**src/rtl/da_pkg.sv**
```systemverilog
// rtl/da_pkg.sv - shared defaults and mode encodings for the D/A capture buffer
package da_pkg;

   localparam int DA_DW      = 8;
   localparam int DA_NCH     = 3;
   localparam int DA_LINENUM = 9;
   localparam int DA_AW      = 10;
   localparam int DA_CW      = 2;
   localparam int DA_LCW     = 16;

   localparam logic DA_MODE_ONESHOT = 1'b0;
   localparam logic DA_MODE_RING    = 1'b1;

   // Index width for a memory of the given depth; a depth of 1 still needs one bit.
   function automatic int da_idx_width(input int depth);
      return (depth > 1) ? $clog2(depth) : 1;
   endfunction

endpackage

```
**src/rtl/da_chan_mem.sv**
```systemverilog
// rtl/da_chan_mem.sv - one channel of sample storage, sync write, sync read-before-write
module da_chan_mem #(
   parameter int DW    = 8,
   parameter int DEPTH = 9,
   parameter int IW    = 4
) (
   input  logic          clk,
   input  logic          reset,
   input  logic          we,
   input  logic [IW-1:0] wr_addr,
   input  logic [DW-1:0] wr_data,
   input  logic          rd_en,
   input  logic [IW-1:0] rd_addr,
   output logic [DW-1:0] rd_data
);

   logic [DW-1:0] mem [DEPTH];

   always_ff @(posedge clk) begin
      if (we) begin
         mem[wr_addr] <= wr_data;
      end
   end

   // Read sees the pre-write content when both ports hit the same index.
   always_ff @(posedge clk or negedge reset) begin
      if (!reset) begin
         rd_data <= '0;
      end else if (rd_en) begin
         rd_data <= mem[rd_addr];
      end
   end

endmodule

```
**src/rtl/da_capture_buffer.sv**
```systemverilog
// rtl/da_capture_buffer.sv - multi-channel D/A line capture buffer with readback
module da_capture_buffer
   import da_pkg::*;
#(
   parameter int DW      = DA_DW,
   parameter int NCH     = DA_NCH,
   parameter int LINENUM = DA_LINENUM,
   parameter int AW      = DA_AW,
   parameter int CW      = DA_CW
) (
   input  logic                dack,
   input  logic                reset,
   input  logic                we,
   input  logic [NCH*DW-1:0]   din,
   input  logic                line_start,
   input  logic                mode,
   input  logic                rd_en,
   input  logic [CW-1:0]       rd_ch,
   input  logic [AW-1:0]       rd_addr,
   output logic [DW-1:0]       rd_data,
   output logic                rd_valid,
   output logic [AW-1:0]       wr_addr,
   output logic                full,
   output logic                ovf,
   output logic                line_done,
   output logic [DA_LCW-1:0]   line_cnt
);

   localparam int              IW      = da_idx_width(LINENUM);
   localparam logic [AW-1:0]   LAST    = AW'(LINENUM - 1);
   localparam logic [CW:0]     NCH_LIM = (CW + 1)'(NCH);
   localparam logic [AW:0]     LN_LIM  = (AW + 1)'(LINENUM);

   logic          wr_fire;
   logic [AW-1:0] wr_idx;
   logic          wr_last;
   logic          rd_in_range;
   logic [CW-1:0] rd_sel_q;
   logic          rd_zero_q;
   logic [DW-1:0] ch_q [NCH];

   // line_start rewinds the pointer before the same-cycle write is placed.
   always_comb begin
      wr_idx      = line_start ? '0 : wr_addr;
      wr_fire     = we && (line_start || !full);
      wr_last     = (wr_idx == LAST);
      rd_in_range = ({1'b0, rd_ch} < NCH_LIM) && ({1'b0, rd_addr} < LN_LIM);
   end

   always_ff @(posedge dack or negedge reset) begin
      if (!reset) begin
         wr_addr   <= '0;
         full      <= 1'b0;
         ovf       <= 1'b0;
         line_done <= 1'b0;
         line_cnt  <= '0;
      end else begin
         line_done <= 1'b0;
         if (line_start) begin
            wr_addr <= '0;
            full    <= 1'b0;
            ovf     <= 1'b0;
         end
         if (wr_fire) begin
            if (wr_last) begin
               wr_addr   <= '0;
               line_done <= 1'b1;
               line_cnt  <= line_cnt + 1'b1;
               if (mode == DA_MODE_ONESHOT) begin
                  full <= 1'b1;
               end
            end else begin
               wr_addr <= wr_idx + 1'b1;
            end
         end else if (we) begin
            ovf <= 1'b1;
         end
      end
   end

   for (genvar k = 0; k < NCH; k++) begin : g_chan
      da_chan_mem #(
         .DW    (DW),
         .DEPTH (LINENUM),
         .IW    (IW)
      ) u_mem (
         .clk     (dack),
         .reset   (reset),
         .we      (wr_fire),
         .wr_addr (wr_idx[IW-1:0]),
         .wr_data (din[k*DW +: DW]),
         .rd_en   (rd_en && rd_in_range && (rd_ch == CW'(k))),
         .rd_addr (rd_addr[IW-1:0]),
         .rd_data (ch_q[k])
      );
   end

   // Selection is captured with the request so rd_data holds while rd_en is low.
   always_ff @(posedge dack or negedge reset) begin
      if (!reset) begin
         rd_valid  <= 1'b0;
         rd_sel_q  <= '0;
         rd_zero_q <= 1'b1;
      end else begin
         rd_valid <= rd_en;
         if (rd_en) begin
            rd_sel_q  <= rd_ch;
            rd_zero_q <= !rd_in_range;
         end
      end
   end

   always_comb begin
      rd_data = '0;
      if (!rd_zero_q) begin
         for (int k = 0; k < NCH; k++) begin
            if (rd_sel_q == CW'(k)) begin
               rd_data = ch_q[k];
            end
         end
      end
   end

endmodule

```
**config.mk**
```make
export PLATFORM = sky130hd
export DESIGN_NAME = da_capture_buffer
export DESIGN_NICKNAME = d
export VERILOG_FILES = /design/src/rtl/da_pkg.sv /design/src/rtl/da_chan_mem.sv /design/src/rtl/da_capture_buffer.sv
export SDC_FILE = /design/constraint.sdc
export NUM_CORES = 1
export LEC_CHECK = 0
export BUFFER_PORTS_ARGS = -buffer_cell sky130_fd_sc_hd__buf_2
export CAP_MARGIN = 20
export CORE_ASPECT_RATIO = 0.8
export CORE_MARGIN = 4
export CORE_UTILIZATION = 50
export CTS_BUF_LIST = sky130_fd_sc_hd__clkbuf_4 sky130_fd_sc_hd__clkbuf_8 sky130_fd_sc_hd__clkbuf_16
export DETAILED_ROUTE_END_ITERATION = 12
export PLACE_DENSITY = 0.72
export SYNTH_ARGS = -nofsm -noshare
export SYNTH_HDL_FRONTEND = slang
export SYNTH_SLANG_ARGS = --single-unit
```
**constraint.sdc**
```tcl
create_clock -name dack -period 8.56 [get_ports dack]
set_input_delay 0.428 -clock dack [delete_from_list [all_inputs] [get_ports dack]]
set_output_delay 0.428 -clock dack [all_outputs]
set_load 0.02 [all_outputs]
```
Word-level counts from Yosys, hierarchy flattened. Memory sizes are Yosys's and may differ from the RTL's. A register that Yosys moved wholly into a read port is not among the register bits. Cells that the tools add are included.

Input bits: 42. Memories kept: 3. Bits in writable memories: 216. Bits in registers: 33.

Reductions and logical operators: 15. $add $sub $neg: 2. Equal/unequal tests: 5. Order comparisons: 2. Muxes and demuxes: 18.

Memories: g_chan[0].u_mem.mem (depth 9, bits a word 8, read ports 1, clocked after memory_dff 1, write ports 1, RTL line da_chan_mem.sv:17) `logic [DW-1:0] mem [DEPTH];`; g_chan[1].u_mem.mem (depth 9, bits a word 8, read ports 1, clocked after memory_dff 1, write ports 1, RTL line da_chan_mem.sv:17); g_chan[2].u_mem.mem (depth 9, bits a word 8, read ports 1, clocked after memory_dff 1, write ports 1, RTL line da_chan_mem.sv:17).

Operators by type and width (count): $mux W8 (4); $mux W10 (3); $add A16 B1 Y16 const B (1); $mux W1 (11); $add A10 B1 Y10 const B (1); $eq A10 B4 Y1 const B (1); $lt A10 B4 Y1 const B (1); $logic_and A1 B1 Y1 (6); $logic_not A1 Y1 (5); $eq A2 B1 Y1 const B (2); $eq A2 B2 Y1 const B (2); $logic_not A2 Y1 (2); $lt A2 B2 Y1 const B (1); $reduce_and A2 Y1 (1); $logic_or A1 B1 Y1 (1).

Depth between registers and ports, before layout.
Word-level depth: 5. Mapped depth: 11. Gate-level depth less buffers: 8.

By module. Synthesis repeated with hierarchy kept, for this count alone.

Cell total of the unflattened synthesis: 756. Area, all modules: 11337.1 um^2.

Modules (own cells, without submodules): da_chan_mem (seq. area each 2362.3 um^2, area an instance 3153.0 um^2, times used 3, cells each 189); da_capture_buffer (seq. area each 827.0 um^2, area an instance 1878.1 um^2, times used 1, cells each 189).

Worst setup path after synthesis. OpenSTA, ideal clock, no wires.

Path kind: input to register. From: in line_start. To: mem g_chan[0].u_mem.mem[8][0] (enable). Arrival time: 2779 ps. Setup time: 435 ps. Required time: 8125 ps. Cell stages on the path: 6. Setup slack: 5346 ps. Path buffers: 1. Cell sequence: clkbuf_1 nor2b_1 inv_1 ha_1 inv_1 nor3_1.

Word-level cells in the longest chain between the ends: 4.

Ends and longest elaborated chain: start: declaration (RTL line da_capture_buffer.sv:15) `input logic line_start,`; $logic_or A1 B1 Y1 (RTL line da_capture_buffer.sv:45) `wr_fire = we && (line_start || !full);`; $logic_and A1 B1 Y1 (RTL line da_capture_buffer.sv:45); $mux W1 (RTL line da_chan_mem.sv:20) `if (we) begin`; $mux W1 (not written as such) (RTL line da_chan_mem.sv:21) `mem[wr_addr] <= wr_data;`; end: declaration (RTL line da_chan_mem.sv:17).

Parallel ways exist; a longest one is shown, timed or not.

Worst setup path after layout.
From: reg rd_sel_q[0]. To: out rd_data[1].

Word-level cells in the longest chain between the ends: 5.

Ends and longest elaborated chain: start: declaration (RTL line da_capture_buffer.sv:38) `logic [CW-1:0] rd_sel_q;`; start signal: assignment (RTL line da_capture_buffer.sv:107) `rd_sel_q <= rd_ch;`; $logic_not A2 Y1 (RTL line da_capture_buffer.sv:117) `if (rd_sel_q == CW'(k)) begin`; $mux W8 (2 in series) (RTL line da_capture_buffer.sv:117); $mux W8 (*) (RTL line da_capture_buffer.sv:117); $mux W8 (*) (RTL line da_capture_buffer.sv:115) `if (!rd_zero_q) begin`; end: declaration (RTL line da_capture_buffer.sv:20) `output logic [DW-1:0] rd_data,`.

Every way passes the cells marked *; elsewhere a longest branch is shown, timed or not.

==> results.md <==
* Initial Util at 50.68%
* Multi-input gate area at 0.002851 mm^2
* Area grow syn2layout at 15.01%
* Antenna cell count at 0
* Die Ht at 140.0 um
* Vias in the first global route at 5862
* DP HPWL at 12.73 mm
* Power Dens Cells at 220.1 mW/mm^2
* Clk Latency, worst-skew pair at 0.52 ns
* Largest net degree at the start of global routing at 58
* # DRC at 0
* Max Freq at 386.7 MHz
* Outcome: complete, no violations
* Setup_tns at 0 ns
* Syn avg cell area at 18.10 um^2
* Switching part of the total power at 19.90%
* Fill cells at 1603
* FF+latch count, synth at 273
* Critical Path, Cell by Cell: nor2b_1 -> a21oi_1 -> nor2_1 -> buf_2
* Worst path arrival time at 2.16 ns
* # hold bufs at CTS at 0
* NumNets Final at 742
* Buffers added on ports at 79
* # rows at 48
* Mapped cell area at 0.01090 mm^2
* Routed wire length at 21.99 mm
* Grt ovf at 0
* Peak VDD IR at 0.1914 mV
* Total CTS buffers at 27
* Initial DRC Count at 429
* Clk slew on worst S/H paths at 0.06 ns
* Antenna violations before repair at 0
* Share of post-route cells with drive strength above 1 at 33.52%
* CP required at 8.13 ns
* Internal Power at 2.209 mW
* Post_cts resized at 0
* FF-to-FF path depth at 8
* Core area at 0.02150 mm^2
* Leak at 4.595 nW
* Final-report max-slew violation count at 0
* Boundary Pins at 80
* Clock power frac at 41.8%
* Via/cell ratio at 5.749
* Commonest non-fill, non-tap cells in the layout: edfxtp_1 (216), buf_2 (78), dfrtp_1 (56), mux4_2 (48), mux2_2 (42)
* Max-cap violations at 0
* GRT Total Usage at 18.48%
* Count of cell types in the netlist at 42
* Tcrit/Tclk final at 30.21%
* Post-synth EDFFs at 216
* Post-CTS setup buffer count at 0
* Clk_skew at 0.009688 ns
* Initial DRT Pass Iterations at 4
* Longest Clk Path Bufs at 3
* CP Capture Type: output port
* Crit Path Class: reg2out
* Ys Warns at 0
* Clock Sinks at 273
* Root Driver: clkbuf_16
* Worst hold slack at 0.04457 ns
* Most common cell after layout, fill and taps aside: edfxtp_1
* Max Fanout on Critical Path at 10
* Die area at 0.02423 mm^2
* H-tree depth at 1
* Endpoints failing hold at 0
* Cells after Synth at 602
* Max incr delay on CP at 0.55 ns
* Register area at 0.007914 mm^2
* Wire length per cell at 22.19 um
* Hold Path Class: in2async
* Normalized max-slew margin at 41.61%
* Mapped Nets at 649
* Critical Path Start Type: flip-flop
* CTS tree: built
* RePlAce Congestion at 0.7937
* Crit-path slowest cell: dfrtp_1
* Switching pwr at 0.5488 mW
* Unrepaired setup endpoints after global routing: false
* Flop pwr share at 53.3%
* Post-DRT Antenna Nets at 0
* Crit path time final at 2.586 ns
* Global-route wire length before repair at 34.77 mm
* Primary FF master, synth: edfxtp_1
* Combinational power share at 4.9%
* Die width at 173.1 um
* Vias at 5697
* Final Setup Violations at 0
* Fraction of registers with async set/reset at 20.88%
* Sequential fraction of the synthesis area at 72.63%
* Worst slew pin tran at 0.8758 ns
-- sequential cells by signal, indices dropped and copies added (netlist names) --
signal / flops
ovf: 1
g_chan.u_mem.rd_data: 24
line_done: 1
rd_sel_q: 2
full: 1
rd_valid: 1
line_cnt: 16
wr_addr: 10
g_chan.u_mem.mem: 216
rd_zero_q: 1
-- power by group through the flow --
| stage | registers [mW] | clock network, mW | logic, mW |
|---|---|---|---|
| floorplan | 1.49 | 0 | 0.0831 |
| detailed placement | 1.50 | 0 | 0.136 |
| finish | 1.47 | 1.15 | 0.135 |
| global route | 1.47 | 1.24 | 0.149 |
| CTS | 1.47 | 1.18 | 0.137 |
| global placement | 1.49 | 0 | 0.130 |
-- metrics by stage --
stage          std cells  power (mW)  cell area [um^2]  setup slack (ns)  util, %
2_1_floorplan        602       1.576             10900             5.346        -
4_1_cts              990       2.785             12500             5.999    58.16
3_3_place_gp         940       1.625             11620             5.801    54.06
5_1_grt              991       2.861             12530             5.851    58.29
6_report             991       2.758             12530             5.974    58.29
3_5_place_dp         940       1.633             11620             5.751    54.06
-- path summary, 6_finish.rpt --
check / startpoint / endpoint / slack [ns]
min in group dack: mode / full / 0.11
worst min-delay path: reset / line_cnt[10] / 0.04
worst min register to register: line_cnt[15] / line_cnt[15] / 0.47
max in group asynchronous: reset / g_chan[2].u_mem.rd_data[0] / 8.01
worst max-delay path: rd_sel_q[0] / rd_data[1] / 5.97
worst max register to register: wr_addr[1] / line_cnt[3] / 6.01
-- area by class of cell --
class                      count  share of cell area, %
clock buffer                  40                  6.220
multi-input combinational    293                  22.75
inverter                       9                 0.2696
sequential                   273                  63.15
clock inverter                10                 0.8087
tap                          275                  2.746
timing repair buffer          91                  4.054
-- worst max-delay path: cells and delay by family, from the launching register on --
family,cells,cell delay [ns]
buffers and inverters,1,0.21
DFF,1,0.55
and+or+nand+nor,2,0.73
AOI/OAI and AO/OA,1,0.14
-- synth_stat cells, drive strengths merged (2+ instances only) --
cell | number | area (um^2)
or3 | 3 | 18.77
nor2b | 4 | 25.02
o31ai | 2 | 15.01
nand3 | 9 | 45.04
mux4 | 48 | 1081
ha | 5 | 62.56
o21ai | 17 | 85.08
nand4 | 10 | 62.56
a21oi | 9 | 45.04
nor4 | 6 | 37.54
and2 | 2 | 12.51
nand2 | 29 | 108.9
xnor2 | 15 | 131.4
edfxtp | 216 | 6486
mux2i | 24 | 240.2
nor3 | 12 | 60.06
buf | 14 | 73.82
dfrtp | 56 | 1401
inv | 9 | 33.78
xor2 | 7 | 61.31
nand2b | 5 | 31.28
clkbuf | 13 | 48.80
mux2 | 42 | 473.0
nor2 | 31 | 116.4
-- metal layers --
layer / up-vias / GRT usage, % / wire length [um]
met5: - / 0 / 0
met4: 0 / 3.988 / 390
met3: 34 / 3.076 / 1264
met2: 194 / 30.25 / 10670
met1: 2924 / 26.76 / 9670
li1: 2545 / - / -
-- cells by family (layout without fill, tap and decap cells) --
group / Yosys count / count (layout) / synth area share, %
flops: 273 / 273 / 72.63
mux: 114 / 114 / 16.47
xor+xnor: 22 / 22 / 1.768
compound gates: 33 / 33 / 1.699
simple gates: 119 / 119 / 5.431
buf+inv: 36 / 150 / 1.435
fa+ha+maj: 5 / 5 / 0.5741
Note: power is estimated with default switching activity, not from simulation.
